### config.mk
export PLATFORM = sky130hd
export DESIGN_NAME = sreg_rotate_ctrl
export DESIGN_NICKNAME = d
export VERILOG_FILES = /design/src/rtl/sreg_rotate_ctrl.sv
export SDC_FILE = /design/constraint.sdc
export NUM_CORES = 1
export LEC_CHECK = 0
export ABC_AREA = 1
export CAP_MARGIN = 20
export CORE_MARGIN = 2
export CORE_UTILIZATION = 40
export DETAILED_ROUTE_END_ITERATION = 10
export DONT_BUFFER_PORTS = 1
export PLACE_DENSITY = 0.56
export SLEW_MARGIN = 0
export SYNTH_ARGS = -nofsm -noshare
export SYNTH_HDL_FRONTEND = slang
export SYNTH_SLANG_ARGS = --single-unit
### constraint.sdc
create_clock -name sys_clk -period 2.4 [get_ports sys_clk]
set_input_delay 0.24 -clock sys_clk [delete_from_list [all_inputs] [get_ports sys_clk]]
set_output_delay 0.24 -clock sys_clk [all_outputs]
set_load 0.05 [all_outputs]
### src/rtl/sreg_rotate_ctrl.sv
// Command sequencer that drives an N-bit load/rotate shift register through one rotate job at a time.
// Optional SREG_ROTATE_CTRL_SHORTEST_EN: rotate the short way round (min(amt, N-amt) cycles).
module sreg_rotate_ctrl #(
   parameter int N = 8
) (
   input  logic                   sys_clk,
   input  logic                   sys_rst_n,
   input  logic                   cmd_valid,
   output logic                   cmd_ready,
   input  logic                   cmd_dir,
   input  logic [$clog2(N)-1:0]   cmd_amt,
   input  logic [N-1:0]           cmd_data,
   output logic                   rot_load,
   output logic [1:0]             rot_en,
   output logic [N-1:0]           rot_d,
   input  logic [N-1:0]           rot_q,
   output logic                   res_valid,
   input  logic                   res_ready,
   output logic [N-1:0]           res_data,
   output logic                   busy
);

   localparam int AW = $clog2(N);

   typedef enum logic [2:0] {
      IDLE,
      LOAD,
      SHIFT,
      CAPTURE,
      RESP
   } state_t;

   state_t          state;
   logic [N-1:0]    data_q;
   logic            dir_q;
   logic [AW-1:0]   count;

   logic            acc_dir;
   logic [AW-1:0]   acc_cnt;

`ifdef SREG_ROTATE_CTRL_SHORTEST_EN
   // Rotating by amt one way equals rotating by N-amt the other way.
   always_comb begin
      acc_dir = cmd_dir;
      acc_cnt = cmd_amt;
      if (int'(cmd_amt) > N / 2) begin
         acc_dir = ~cmd_dir;
         acc_cnt = AW'(N - int'(cmd_amt));
      end
   end
`else
   assign acc_dir = cmd_dir;
   assign acc_cnt = cmd_amt;
`endif

   always_ff @(posedge sys_clk or negedge sys_rst_n) begin
      if (!sys_rst_n) begin
         state     <= IDLE;
         data_q    <= '0;
         dir_q     <= 1'b0;
         count     <= '0;
         res_valid <= 1'b0;
         res_data  <= '0;
      end else begin
         case (state)
            IDLE: begin
               if (cmd_valid) begin
                  data_q <= cmd_data;
                  dir_q  <= acc_dir;
                  count  <= acc_cnt;
                  state  <= LOAD;
               end
            end
            LOAD: begin
               state <= (count != '0) ? SHIFT : CAPTURE;
            end
            SHIFT: begin
               // count holds the rotates still to issue, including this cycle's
               count <= count - AW'(1);
               if (count == AW'(1)) begin
                  state <= CAPTURE;
               end
            end
            CAPTURE: begin
               res_data  <= rot_q;
               res_valid <= 1'b1;
               state     <= RESP;
            end
            RESP: begin
               if (res_ready) begin
                  res_valid <= 1'b0;
                  state     <= IDLE;
               end
            end
            default: begin
               state <= IDLE;
            end
         endcase
      end
   end

   // Rotator controls are pure state decodes so reset forces them quiet immediately.
   assign cmd_ready = (state == IDLE);
   assign busy      = (state != IDLE);
   assign rot_load  = (state == LOAD);
   assign rot_d     = (state == LOAD) ? data_q : '0;
   assign rot_en    = (state == SHIFT) ? (dir_q ? 2'b10 : 2'b01) : 2'b00;

endmodule
==> out/results.tsv <==
metric	value	unit
yosys_warnings	0	
syn_area	1200	um2
cts_sinks	24	
max_freq	0.496	GHz
syn2layout_area_growth	11.1	%
yosysUniqueCellTypes	18	
core_area	2810	um2
grt_max_degree	25	
place_hpwl	1630	um
wl_per_cell	11.4	um
rows	19	
antenna_found_initial	0	
grt_pass1_wl	3640	um
path_class	flop to primary output	
gp_congestion	0.660	
worstSkewPairLatency	0.31	ns
critPathLaunchType	flop	
run_status	finished, final reports clean	
port-buffer-count	0	
cts_tree	built	
numCtsBuffers	3	
first_global_vias	846	
synth_nets	172	
end_kind	primary output	
via_count	874	
period_needed	2.02	ns
yosysMostFrequentCell	nand2_1	
ys.flop_type	dfrtp_1	
critical_path_arrival	1.78	ns
drtIter0Drc	15	
slew_violations	0	
synth_edf_count	0	
chipHeight	58.8	um
critical_path.max_stage_delay	0.50	ns
setup_viol	0	
ys_seq_elements	24	
cp.buffers_inverters	1	
diodes	0	
synthTopCellsByArea	dfrtp_1, nand2_1, inv_1	
grtUsageTotal	13.7	%
via_per_inst	4.65	
fin_skew	0.00305	ns
dieArea	3460	um2
fin_tns_setup	0	ns
synthArstFlopShare	100	%
avgSynthCellArea	8.29	um2
wirelength	2150	um
grt_remaining_overflow	0	
drtPass1Iterations	3	
syn_inst	145	
cp_cell_sequence	nor2_4, nand2_1, inv_1	
rsz0062_at_grt	false	
clockBufferDepth	2	
synth_top_cell_by_area	dfrtp_1	
worst-path-max-fanout	6	
worstMarginPinSlew	0.492	ns
synth_common_cells	nand2_1, dfrtp_1, inv_1, o21ai_0, nor2_1	
start_util	42.9	%
htreeDepth	1	
cp_data_required_time	2.16	ns
drive_gt1_share	15.9	%
post-place-ws	0.727	ns
drc	0	
cts.clk_slew.worst_paths	0.13	ns
hold_violations	0	
slowest_stage	dfrtp_1	
max-cap-violations	0	
relSlewSlack	67.2	%
fin_crit_sh	84.0	%
synth-seq-area-share	49.9	%
die_w	58.8	um
worst_slack	0.384	ns
cp_top_family	flip-flops	
holdWs	0.0445	ns
hp-class	primary input to flop	
clock-root-buffer	clkbuf_4	
synth_top_area_share	49.9	%
ant_nets	0	
final_nets	185	
ios	46	
## per-stage QoR
| step | instances | area, um2 | util [%] |
|---|---|---|---|
| finish | 188 | 1340 | 47.6 |
| global route | 188 | 1340 | 47.6 |
| CTS | 187 | 1320 | 47.1 |
| detailed placement | 182 | 1270 | 45.5 |
| global placement | 182 | 1270 | 45.5 |
| floorplan | 145 | 1200 | - |
## cell families (layout without fill, tap and decap cells)
kind of cell | Yosys count | count (layout) | synth area share (%)
AND/OR/NAND/NOR | 71 | 71 | 27.7
buffers and inverters | 30 | 42 | 12.2
flip-flops | 24 | 24 | 49.9
AO/OA/AOI/OAI | 17 | 17 | 7.08
adder cells (fa/ha/maj) | 3 | 3 | 3.12
## path summary, 6_finish.rpt
kind	from	to	slack [ns]	depth (start not counted)
max	state[1]	cmd_ready	0.38	3
min	cmd_data[6]	data_q[6]	0.04	2
max reg2reg	state[1]	res_data[0]	1.21	2
min reg2reg	count[1]	count[1]	0.54	2
max in group asynchronous	sys_rst_n	count[0]	1.70	2
min in group asynchronous	sys_rst_n	res_valid	0.26	1
## layer usage
layer / wire [um] / vias to the layer above / global-route usage (%)
met4: 19 / 0 / 5.84
met3: 128 / 2 / 2.64
li1: - / 460 / -
met2: 974 / 25 / 21.0
met5: 0 / - / 0
met1: 1030 / 387 / 19.1
## layout by cell type (no fill, tap or decap), drive strengths merged
cell type / n
dlygate4sd3: 1
nand3: 9
nand2: 44
inv: 25
buf: 11
nand3b: 2
clkinv: 1
clkbuf: 4
ha: 3
nor2: 15
o21ai: 17
dfrtp: 24
or2: 1
## registers in the layout (all words and copies together), names as in the netlist
register / cells
data_q: 8
res_data: 8
count: 3
state: 3
dir_q: 1
res_valid: 1
## final cells by class
class / instances / area (um2)
Multi-Input combinational cell: 91 / 455
Clock buffer: 4 / 36.3
Inverter: 26 / 105
Fill cell: 290 / 1470
Tap cell: 31 / 38.8
Sequential cell: 24 / 601
Timing Repair Buffer: 12 / 100
## repair_timing
item / in CTS / in global routing
hold buffers: 1 / 0
endpoints found under the hold margin: 24 / 0
buffers inserted: 0 / 0
resized for setup: 0 / 0
Power is not shown: default switching activity piles up to over one toggle a cycle in this logic, so the estimate is an artifact.
